File: src/rtl/execute_md.sv
// RV32/64 execute stage with operand forwarding, branch resolution, single-cycle
// multiplier, iterative restoring divider and the EX/MEM register.
module execute_md #(
    parameter int XLEN   = 32,
    parameter int NFWD   = 4,
    parameter int MUL_EN = 1,
    parameter int DIV_EN = 1
) (
    input  logic                   clk,
    input  logic                   rst,
    input  logic                   keep,
    input  logic                   nop,
    input  logic                   in_valid,
    input  logic [XLEN-1:0]        pc,
    input  logic [XLEN-1:0]        rs1_data,
    input  logic [XLEN-1:0]        rs2_data,
    input  logic [XLEN-1:0]        imm,
    input  logic [4:0]             wreg,
    input  logic [NFWD*XLEN-1:0]   fwd_data,
    input  logic [NFWD-1:0]        fwd_rs1,
    input  logic [NFWD-1:0]        fwd_rs2,
    input  logic [3:0]             alu_ctrl,
    input  logic [2:0]             alu_src,
    input  logic                   md_op,
    input  logic [2:0]             funct3,
    input  logic [2:0]             branch,
    output logic                   busy,
    output logic                   out_valid,
    output logic [XLEN-1:0]        result,
    output logic [XLEN-1:0]        store_data,
    output logic [4:0]             wreg_out,
    output logic [2:0]             funct3_out,
    output logic                   br_taken,
    output logic [XLEN-1:0]        br_target,
    output logic                   exc_misalign,
    output logic                   exc_illegal
);
    localparam int SW = $clog2(XLEN);
    localparam int CW = $clog2(XLEN + 1);
    localparam int PW = 2 * XLEN + 2;
    localparam logic [XLEN-1:0] LSB  = XLEN'(1);
    localparam logic [XLEN-1:0] MINV = {1'b1, {(XLEN-1){1'b0}}};
    localparam logic [CW-1:0]   LAST = CW'(XLEN - 1);

    localparam logic [3:0] A_ADD = 4'd0, A_SUB = 4'd1, A_AND = 4'd2, A_OR  = 4'd3,
                           A_XOR = 4'd4, A_SLL = 4'd5, A_SRL = 4'd6, A_SRA = 4'd7,
                           A_SLT = 4'd8, A_SLTU = 4'd9;

    typedef enum logic [1:0] {S_IDLE, S_DIV, S_FIX} state_t;

    state_t                 state_q;
    logic [CW-1:0]          cnt_q;
    logic                   busy_q;
    logic [XLEN-1:0]        rem_q, quo_q, dvs_q;
    logic                   negq_q, negr_q, selrem_q;
    logic [4:0]             dwreg_q;
    logic [2:0]             df3_q;

    logic                   valid_q, brt_q, mis_q, ill_q;
    logic [XLEN-1:0]        result_q, store_q, tgt_q;
    logic [4:0]             wreg_q;
    logic [2:0]             f3_q;

    logic                   valid_d, brt_d, mis_d, ill_d;
    logic [XLEN-1:0]        result_d, store_d, tgt_d;
    logic [4:0]             wreg_d;
    logic [2:0]             f3_d;

    logic signed [XLEN-1:0] rs1_f, rs2_f, op_a, op_b, alu_res;
    logic [SW-1:0]          shamt;
    logic                   taken, is_jump, is_jalr, misalign, illegal;
    logic [XLEN-1:0]        jalr_sum, target, mul_res;
    logic signed [PW-1:0]   mul_a_w, mul_b_w, prod;
    logic                   mul_a_sgn, mul_b_sgn;

    logic                   div_start, div_sgn, a_neg, b_neg, div_zero, div_ovf;
    logic [XLEN-1:0]        a_mag, b_mag, q_fix, r_fix, div_res;
    logic [XLEN:0]          shifted, diff;

    always_comb begin
        rs1_f = rs1_data;
        rs2_f = rs2_data;
        for (int i = NFWD - 1; i >= 0; i--) begin
            if (fwd_rs1[i]) rs1_f = fwd_data[i*XLEN +: XLEN];
            if (fwd_rs2[i]) rs2_f = fwd_data[i*XLEN +: XLEN];
        end
    end

    always_comb begin
        case (alu_src[2:1])
            2'b01:   op_a = rs1_f;
            2'b10:   op_a = pc;
            default: op_a = '0;
        endcase
        op_b  = alu_src[0] ? rs2_f : imm;
        shamt = op_b[SW-1:0];
        case (alu_ctrl)
            A_ADD:   alu_res = op_a + op_b;
            A_SUB:   alu_res = op_a - op_b;
            A_AND:   alu_res = op_a & op_b;
            A_OR:    alu_res = op_a | op_b;
            A_XOR:   alu_res = op_a ^ op_b;
            A_SLL:   alu_res = op_a << shamt;
            A_SRL:   alu_res = op_a >> shamt;
            A_SRA:   alu_res = op_a >>> shamt;
            A_SLT:   alu_res = {{(XLEN-1){1'b0}}, (op_a < op_b)};
            A_SLTU:  alu_res = {{(XLEN-1){1'b0}}, ($unsigned(op_a) < $unsigned(op_b))};
            default: alu_res = '0;
        endcase
    end

    // JALR targets are realigned by the bit-0 mask and never flagged; pc-relative targets are checked.
    always_comb begin
        case (branch)
            3'b001:  taken = (rs1_f == rs2_f);
            3'b010:  taken = (rs1_f != rs2_f);
            3'b011:  taken = (rs1_f < rs2_f);
            3'b100:  taken = !(rs1_f < rs2_f);
            3'b101:  taken = ($unsigned(rs1_f) < $unsigned(rs2_f));
            3'b110:  taken = !($unsigned(rs1_f) < $unsigned(rs2_f));
            3'b111:  taken = 1'b1;
            default: taken = 1'b0;
        endcase
        is_jump  = (branch == 3'b111);
        is_jalr  = is_jump && alu_src[1];
        jalr_sum = rs1_f + imm;
        target   = is_jalr ? (jalr_sum & ~LSB) : (pc + imm);
        misalign = taken && !is_jalr && (target[1:0] != 2'b00);
    end

    always_comb begin
        mul_a_sgn = (funct3[1:0] == 2'b01) || (funct3[1:0] == 2'b10);
        mul_b_sgn = (funct3[1:0] == 2'b01);
        mul_a_w   = {{(XLEN+2){mul_a_sgn & rs1_f[XLEN-1]}}, rs1_f};
        mul_b_w   = {{(XLEN+2){mul_b_sgn & rs2_f[XLEN-1]}}, rs2_f};
        prod      = mul_a_w * mul_b_w;
        mul_res   = (funct3[1:0] == 2'b00) ? prod[XLEN-1:0] : prod[2*XLEN-1:XLEN];
        illegal   = md_op && (funct3[2] ? (DIV_EN == 0) : (MUL_EN == 0));
    end

    logic unused_prod_bits;
    assign unused_prod_bits = ^prod[PW-1:2*XLEN];

    always_comb begin
        div_start = in_valid && md_op && funct3[2] && (DIV_EN != 0);
        div_sgn   = !funct3[0];
        a_neg     = div_sgn & rs1_f[XLEN-1];
        b_neg     = div_sgn & rs2_f[XLEN-1];
        a_mag     = a_neg ? XLEN'(-rs1_f) : rs1_f;
        b_mag     = b_neg ? XLEN'(-rs2_f) : rs2_f;
        div_zero  = (rs2_f == '0);
        div_ovf   = div_sgn && (rs1_f == MINV) && (rs2_f == '1);
        shifted   = {rem_q, quo_q[XLEN-1]};
        diff      = shifted - {1'b0, dvs_q};
        q_fix     = negq_q ? -quo_q : quo_q;
        r_fix     = negr_q ? -rem_q : rem_q;
        div_res   = selrem_q ? r_fix : q_fix;
    end

    // Next EX/MEM slot: bubble unless an instruction completes this cycle
    always_comb begin
        valid_d  = 1'b0;
        result_d = '0;
        store_d  = '0;
        wreg_d   = '0;
        f3_d     = '0;
        brt_d    = 1'b0;
        tgt_d    = '0;
        mis_d    = 1'b0;
        ill_d    = 1'b0;
        if (!nop) begin
            if (state_q == S_IDLE && in_valid && !div_start) begin
                valid_d = 1'b1;
                store_d = rs2_f;
                f3_d    = funct3;
                if (illegal) begin
                    ill_d = 1'b1;
                end else if (md_op) begin
                    result_d = mul_res;
                    wreg_d   = wreg;
                end else if (misalign) begin
                    mis_d    = 1'b1;
                    result_d = pc;
                    tgt_d    = target;
                end else begin
                    result_d = is_jump ? (pc + XLEN'(4)) : alu_res;
                    wreg_d   = wreg;
                    brt_d    = taken;
                    tgt_d    = target;
                end
            end else if (state_q == S_FIX) begin
                valid_d  = 1'b1;
                result_d = div_res;
                wreg_d   = dwreg_q;
                f3_d     = df3_q;
            end
        end
    end

    always_ff @(posedge clk or posedge rst) begin
        if (rst) begin
            state_q  <= S_IDLE;
            cnt_q    <= '0;
            busy_q   <= 1'b0;
            rem_q    <= '0;
            quo_q    <= '0;
            dvs_q    <= '0;
            negq_q   <= 1'b0;
            negr_q   <= 1'b0;
            selrem_q <= 1'b0;
            dwreg_q  <= '0;
            df3_q    <= '0;
            valid_q  <= 1'b0;
            result_q <= '0;
            store_q  <= '0;
            wreg_q   <= '0;
            f3_q     <= '0;
            brt_q    <= 1'b0;
            tgt_q    <= '0;
            mis_q    <= 1'b0;
            ill_q    <= 1'b0;
        end else if (!keep) begin
            valid_q  <= valid_d;
            result_q <= result_d;
            store_q  <= store_d;
            wreg_q   <= wreg_d;
            f3_q     <= f3_d;
            brt_q    <= brt_d;
            tgt_q    <= tgt_d;
            mis_q    <= mis_d;
            ill_q    <= ill_d;
            if (nop) begin
                state_q <= S_IDLE;
                busy_q  <= 1'b0;
            end else begin
                case (state_q)
                    S_IDLE: begin
                        if (div_start) begin
                            busy_q   <= 1'b1;
                            cnt_q    <= '0;
                            selrem_q <= funct3[1];
                            dwreg_q  <= wreg;
                            df3_q    <= funct3;
                            if (div_zero) begin
                                quo_q   <= '1;
                                rem_q   <= rs1_f;
                                negq_q  <= 1'b0;
                                negr_q  <= 1'b0;
                                state_q <= S_FIX;
                            end else if (div_ovf) begin
                                quo_q   <= MINV;
                                rem_q   <= '0;
                                negq_q  <= 1'b0;
                                negr_q  <= 1'b0;
                                state_q <= S_FIX;
                            end else begin
                                quo_q   <= a_mag;
                                rem_q   <= '0;
                                dvs_q   <= b_mag;
                                negq_q  <= a_neg ^ b_neg;
                                negr_q  <= a_neg;
                                state_q <= S_DIV;
                            end
                        end
                    end
                    S_DIV: begin
                        if (!diff[XLEN]) begin
                            rem_q <= diff[XLEN-1:0];
                            quo_q <= {quo_q[XLEN-2:0], 1'b1};
                        end else begin
                            rem_q <= shifted[XLEN-1:0];
                            quo_q <= {quo_q[XLEN-2:0], 1'b0};
                        end
                        cnt_q <= cnt_q + CW'(1);
                        if (cnt_q == LAST) state_q <= S_FIX;
                    end
                    S_FIX: begin
                        busy_q  <= 1'b0;
                        state_q <= S_IDLE;
                    end
                    default: state_q <= S_IDLE;
                endcase
            end
        end
    end

    assign busy         = busy_q;
    assign out_valid    = valid_q;
    assign result       = result_q;
    assign store_data   = store_q;
    assign wreg_out     = wreg_q;
    assign funct3_out   = f3_q;
    assign br_taken     = brt_q;
    assign br_target    = tgt_q;
    assign exc_misalign = mis_q;
    assign exc_illegal  = ill_q;
endmodule

File: config.mk
export PLATFORM = sky130hd
export DESIGN_NAME = execute_md
export DESIGN_NICKNAME = d
export VERILOG_FILES = /design/src/rtl/execute_md.sv
export SDC_FILE = /design/constraint.sdc
export NUM_CORES = 2
export LEC_CHECK = 0
export CAP_MARGIN = 20
export CORE_MARGIN = 2
export CORE_UTILIZATION = 52
export CTS_BUF_LIST = sky130_fd_sc_hd__clkbuf_2 sky130_fd_sc_hd__clkbuf_4 sky130_fd_sc_hd__clkbuf_8
export DETAILED_ROUTE_END_ITERATION = 10
export DONT_BUFFER_PORTS = 1
export PLACE_DENSITY = 0.69
export SLEW_MARGIN = 20
export SYNTH_ARGS = -nofsm -noshare
export SYNTH_HDL_FRONTEND = slang
export SYNTH_SLANG_ARGS = --single-unit
File: constraint.sdc
create_clock -name clk -period 13.7 [get_ports clk]
set_input_delay 0 -clock clk [delete_from_list [all_inputs] [get_ports clk]]
set_output_delay 0 -clock clk [all_outputs]
set_load 0.01 [all_outputs]
After elaboration in Yosys (flattened, before gate mapping)

Cells that the tools add are included.

Bits in latches: 0
Memory bits (read-only): 0
Memories kept: 0
Input bits: 288
Output and inout bits: 109
Flip-flop bits (word level): 223
Logic and storage cells: 180
Memory bits (writable): 0

Bitwise operators: 12
Reductions and logical operators: 27
Divide/modulo/power cells: 0
Order comparisons: 4
Muxes and demuxes: 73
Shift-type cells: 3
Multipliers: 1
$add $sub $neg: 11
Eq/ne operators: 30

Operators with widths:

| operator                | number |
|---|---|
| $mux W32                | 33 |
| $pmux W32 S10           | 1 |
| $pmux W32 S2            | 3 |
| $lt A32 B32 Y1          | 4 |
| $neg A32 Y32            | 4 |
| $add A32 B32 Y32        | 3 |
| $eq A32 B32 Y1 const B  | 2 |
| $mul A33 B33 Y64        | 1 |
| $sub A33 B32 Y33        | 1 |
| $add A32 B3 Y32 const B | 1 |
| $and A32 B32 Y32        | 1 |
| $eq A32 B32 Y1          | 1 |
| $logic_not A32 Y1       | 1 |
| $ne A32 B32 Y1          | 1 |
| $or A32 B32 Y32         | 1 |
| $shl A32 B5 Y32         | 1 |
| $shr A32 B5 Y32         | 1 |
| $sshr A32 B5 Y32        | 1 |
| $sub A32 B32 Y32        | 1 |
| $xor A32 B32 Y32        | 1 |
| $mux W5                 | 5 |
| $mux W1                 | 18 |
| $eq A4 B3 Y1 const B    | 4 |
| $eq A3 B3 Y1 const B    | 4 |
| 31 further kinds        | 67 |

Longest topological paths before layout

Depth after elaboration: 13
Gate-level depth with buffers: 40
Depth with buffers taken out: 33

Worst setup path after synthesis

OpenSTA, ideal clock, no wires.

Path kind: input port to flip-flop
Start point: input fwd_rs1[1]
End point: register result_q[30] (netlist: result[30])
Required time: 13.574 ns
Arrival time: 9.194 ns
Path buffers: 5
Path slack: 4.380 ns
Library setup time: 0.126 ns
Stages on the path: 36
Path through: buf_2 -> buf_2 -> buf_4 -> buf_2 -> nor3b_1 -> a221oi_1 -> mux2i_1 -> clkinv_1 -> and2_0 -> clkbuf_1 -> nand2_1 -> inv_1 -> fa_1 -> fa_1 -> fa_1 -> inv_1 -> fa_1 -> inv_1 -> fa_1 -> fa_1 -> fa_1 -> inv_1 -> fa_1 -> inv_1 -> ha_1 -> a21o_1 -> and2_1 -> a311o_1 -> a21o_1 -> a21oi_1 -> o41ai_1 -> o31ai_1 -> o221ai_1 -> xnor2_1 -> o2111ai_1 -> o2bb2ai_1

Word-level cells in the longest chain between the ends: 11
Elaborated cells between the ends (all ways): 32
Classes of those cells: 3 x add/sub; 1 x mul; 2 x order compare; 2 x eq/ne; 3 x shift; 12 x mux; 4 x bitwise; 5 x reduce/logical

Ends and longest elaborated chain:

| what                                                                     | line | RTL |
|---|---|---|
| start: declaration                                                       | 20   | `input logic [NFWD-1:0] fwd_rs1,` |
| $mux W32 (*) (2 in a row)                                                | 84   | `if (fwd_rs1[i]) rs1_f = fwd_data[i*XLEN +: XLEN];` |
| parallel branches: the longest is 6 deep, another holds $mul A33 B33 Y64 | -    |  |
| $mux W32 (*)                                                             | 178  | `end else if (md_op) begin` |
| $mux W32 (*)                                                             | 172  | `if (state_q == S_IDLE && in_valid && !div_start) begin` |
| $mux W32 (*)                                                             | 171  | `if (!nop) begin` |
| end signal: assignment                                                   | 224  | `result_q <= result_d;` |
| end: declaration                                                         | 60   | `logic [XLEN-1:0] result_q, store_q, tgt_q;` |

Every way passes the cells marked *.
A chain may end at the register's enable or synchronous reset.

Worst setup path after layout

Start point: input funct3[0]
End point: register result_q[26] (netlist: result[26])

Word-level cells in the longest chain between the ends: 8
Elaborated cells between the ends (all ways): 11
Classes of those cells: 1 x mul; 2 x eq/ne; 4 x mux; 2 x bitwise; 2 x reduce/logical

Ends and longest elaborated chain:

| what                                         | line     | RTL |
|---|---|---|
| start: declaration                           | 25       | `input logic [2:0] funct3,` |
| $eq A2 B1 Y1 or $eq A2 B2 Y1 (tied branches) | 132, 133 |  |
| $logic_or A1 B1 Y1                           | 132      | `mul_a_sgn = (funct3[1:0] == 2'b01) \|\| (funct3[1:0] == 2'b10);` |
| $and A1 B1 Y1                                | 134      | `mul_a_w = {{(XLEN+2){mul_a_sgn & rs1_f[XLEN-1]}}, rs1_f};` |
| $mul A33 B33 Y64                             | 136      | `prod = mul_a_w * mul_b_w;` |
| $mux W32 (*)                                 | 137      | `mul_res = (funct3[1:0] == 2'b00) ? prod[XLEN-1:0] : prod[2*XLEN-1:XLEN];` |
| $mux W32 (*)                                 | 178      |  |
| $mux W32 (*)                                 | 172      |  |
| $mux W32 (*)                                 | 171      |  |

Every way passes the cells marked *; elsewhere a longest branch is shown, timed or not.

==> results by group <==
Synthesis
  – Avg Inst Size Synth: roughly 8.1 um2
  – Synth warn: 0
  – Post-synthesis compound-gate area fraction: ~17%
  – Post-synthesis adder-cell area fraction: between 40% and 50%
  – Share of synthesized registers carrying an async set or reset: between 90% and 100%
  – Post-Synth Simple-Gate Area: between 10% and 20%
  – Predominant post-synthesis flop cell: dfrtp_1
  – Syn Inst Count: roughly 8600
  – Synth Area in XOR/XNOR: between 3 and 4%
  – Netlist Area Pre-Place: slightly below 70000 um2
  – Synth cell types: between 100 and 150
  – Biggest area consumer among synthesized cells: fa_1
  – Top-area cell type share of the netlist area: between 30% and 40%
  – Mux contribution to synthesized area: under 10%
  – Register area share after synthesis: 7.99%
  – Post-synth EDFFs: 0
  – Area contributors post-synth: fa_1, ha_1, dfrtp_1, inv_1, nand2_1
  – Combinational family with the most area after synthesis: adder cells
  – Yosys reg bits: between 200 and 250
  – Net Count, Synth: 10500

GRT
  – Total track usage: between 50% and 60%
  – Grt total ovfl: 0
  – First-pass GRT wire length: approximately 540000 um
  – Number of global-route vias before repair: roughly 70000
  – Initial antenna violation count: 86
  – Pin count of the biggest net entering global routing: 130

Timing
  – Final setup vio count: 0
  – Crit path time final: about 11000 ps
  – RSZ-0062 raised after global routing: false
  – Final hold vios: 0
  – Worst Tran Pin Value: between 1000 and 1500 ps
  – F_max: 90.8 MHz
  – Setup TNS: 0 ps
  – Part of the cycle the worst path needs: between 80% and 90%
  – Worst slew margin: between 10% and 20%
  – Setup Skew: 85.9 ps
  – Pins Over Slew Limit: 0

Drt
  – Drc violations: 18
  – Vias per cell: 6.91
  – Post-route antenna net violation count: 0
  – Vias post-DR: a little over 70000
  – Post-detailed-routing wire length: approximately 400000 um
  – WL/cell: between 30 and 40 um
  – Initial drt markers: between 10000 and 15000
  – Drt first pass iters: 11

Clock network
  – CTS buffer count: 47
  – CTS clk-pin slew, worst paths: 60 ps
  – Post-CTS Resized: 0
  – TritonCTS clock tree: yes
  – Worst-Skew Late Latency: 770 ps
  – H-tree levels: 2
  – Root Buffer: clkbuf_8
  – Clock Sinks: 222
  – CTS max path bufs: 3

Critical path
  – Worst Path Arrival: between 10000 and 15000 ps
  – Worst R2R Setup Slack: 8270 ps
  – CP Class: in2reg
  – End of the worst register-to-register path: br_target[29]
  – CP required: between 10000 and 15000 ps
  – CP peak stage delay: just over 1000 ps
  – Critical path's slowest cell: dlygate4sd3_1
  – Critical path peak fanout: 11
  – FF-to-FF Start: state_q[1]
  – Startpoint Class: input pin
  – FF-to-FF path depth: 11
  – Setup crit end kind: flip-flop

Die
  – Ports: 397
  – Chip width: 370 um
  – Die ar.: around 140000 um2
  – Die Y: between 300 and 400 um
  – Core Rows: 134
  – Starting Density: around 52%
  – Core area: 133000 um2

Run status
  – Outcome: finished, violations left
  – Failing checks: design-rule violations

Layout
  – # nets final: 10400
  – Area growth syn-to-layout: 7.64%
  – # fillers: roughly 12000
  – Layout cells sized above 1: 5.66%

Worst hold path
  – Hold-critical path depth: 6
  – Hold Path Class: in2reg
  – Hold_sp: pc[24]
  – Worst hold endpoint: br_target[27]

Placed design
  – I/O Buffers: 0
  – HPWL after DPL: approximately 300000 um
  – Routability cong.: approximately 1.1

Job
  – # Max-Cap Violations: 0
==> cell usage in the layout, fill, tap and decap left out, drive strengths merged, types with 44 or more instances in the layout <==
cell type / instances
buf: 221
nor2: 797
xnor2: 203
a32oi: 44
o22ai: 58
nor3: 98
a21o: 119
o211ai: 73
clkbuf: 66
dfrtp: 222
inv: 1399
dlygate4sd3: 176
o31ai: 60
a31oi: 78
a21oi: 384
mux2i: 205
diode: 124
nand3: 74
a211oi: 69
fa: 1130
o21bai: 48
nand2b: 76
xor2: 86
nand2: 1173
a221oi: 60
o21ai: 406
o21a: 67
ha: 477
==> critical path, delay by kind of cell <==
family,cells,cell delay (ps)
compound gates,9,1790
fa+ha+maj,10,5480
buf+inv,11,3550
simple gates,4,750
==> routing by layer <==
| layer | vias up | global-route usage, % | share of wire [%] |
|---|---|---|---|
| met5 | - | 0.712 | 0.11 |
| met4 | 42 | 51.6 | 12 |
| met3 | 2159 | 30.7 | 17 |
| met2 | 6738 | 78.2 | 39 |
| met1 | 35300 | 63.1 | 32 |
| li1 | 28100 | - | - |
==> sequential cells by signal, indices dropped and copies added, names as in the netlist, 2 cells and up <==
register and cells:
br_target 32, cnt_q 6, df3_q 3, dvs_q 32, dwreg_q 5, funct3_out 3, quo_q 32, rem_q 32
result 32, state_q 2, store_data 32, wreg_out 5
==> area by class of cell <==
class,count,area (um2),share of cell area [%]
multi-input combinational,6453,56800,75.9
sequential,222,5560,7.43
inverter,1419,5340,7.13
timing repair buffer,397,3490,4.67
tap,1768,2210,2.96
clock buffer,66,865,1.16
antenna,124,310,0.415
clock inverter,19,235,0.314
==> cell usage after synthesis, types with 32 or more instances <==
| library cell | count |
|---|---|
| nand4_1 | 41 |
| buf_2 | 48 |
| a21o_1 | 119 |
| and3_1 | 33 |
| a221o_1 | 40 |
| nor2_1 | 794 |
| dfrtp_1 | 222 |
| a211oi_1 | 69 |
| nor2b_1 | 35 |
| nor4_1 | 41 |
| mux2i_1 | 203 |
| a221oi_1 | 59 |
| or3_1 | 32 |
| inv_1 | 1382 |
| o211ai_1 | 73 |
| mux2_2 | 41 |
| o21a_1 | 67 |
| buf_1 | 55 |
| o22ai_1 | 58 |
| ha_1 | 477 |
| nor3_1 | 96 |
| clkbuf_1 | 367 |
| xor2_1 | 86 |
| o31ai_1 | 58 |
| fa_1 | 1130 |
| o21ai_0 | 399 |
| a31oi_1 | 77 |
| nand3_1 | 74 |
| nand2_1 | 1173 |
| nor3b_1 | 40 |
| a32oi_1 | 44 |
| o21bai_1 | 48 |
| xnor2_1 | 203 |
| a21oi_1 | 384 |
| nand2b_1 | 75 |
==> cell families (layout without fill, tap and decap cells) <==
logic type,Yosys count,count (layout)
simple gates,2529,2529
buf+inv,1924,1901
compound gates,1779,1779
fa+ha+maj,1607,1607
xor+xnor,289,289
mux,248,248
flops,222,222
other cells,1,125
==> metrics by stage <==
step	instances	utilization (%)	setup slack (ps)	hold WS (ps)	area [um2]
2_1_floorplan	8599	-	4380	95.8	69500
3_3_place_gp	10100	53.7	2820	65.2	71500
3_5_place_dp	10100	53.7	2750	68.8	71500
4_1_cts	10300	55.9	3060	0.731	74500
5_1_grt	10400	56.0	2410	54.2	74600
6_report	10500	56.2	2690	20.1	74800
==> how the worst max path moves through the flow <==
stage,startpoint,end,cells past startpoint
after floorplan,fwd_rs1[1],result[30],36
after global placement,fwd_rs2[0],result[28],33
after detailed placement,fwd_rs2[0],result[28],33
after CTS,fwd_rs2[0],result[26],34
after global routing,funct3[0],result[26],34
final,funct3[0],result[26],34
==> timing repair <==
item,in CTS,in global routing
hold buffers,179,0
endpoints found under the hold margin,284,0
setup buffers,0,0
Power is not shown: default switching activity piles up to over one toggle a cycle in this logic, so the estimate is an artifact.
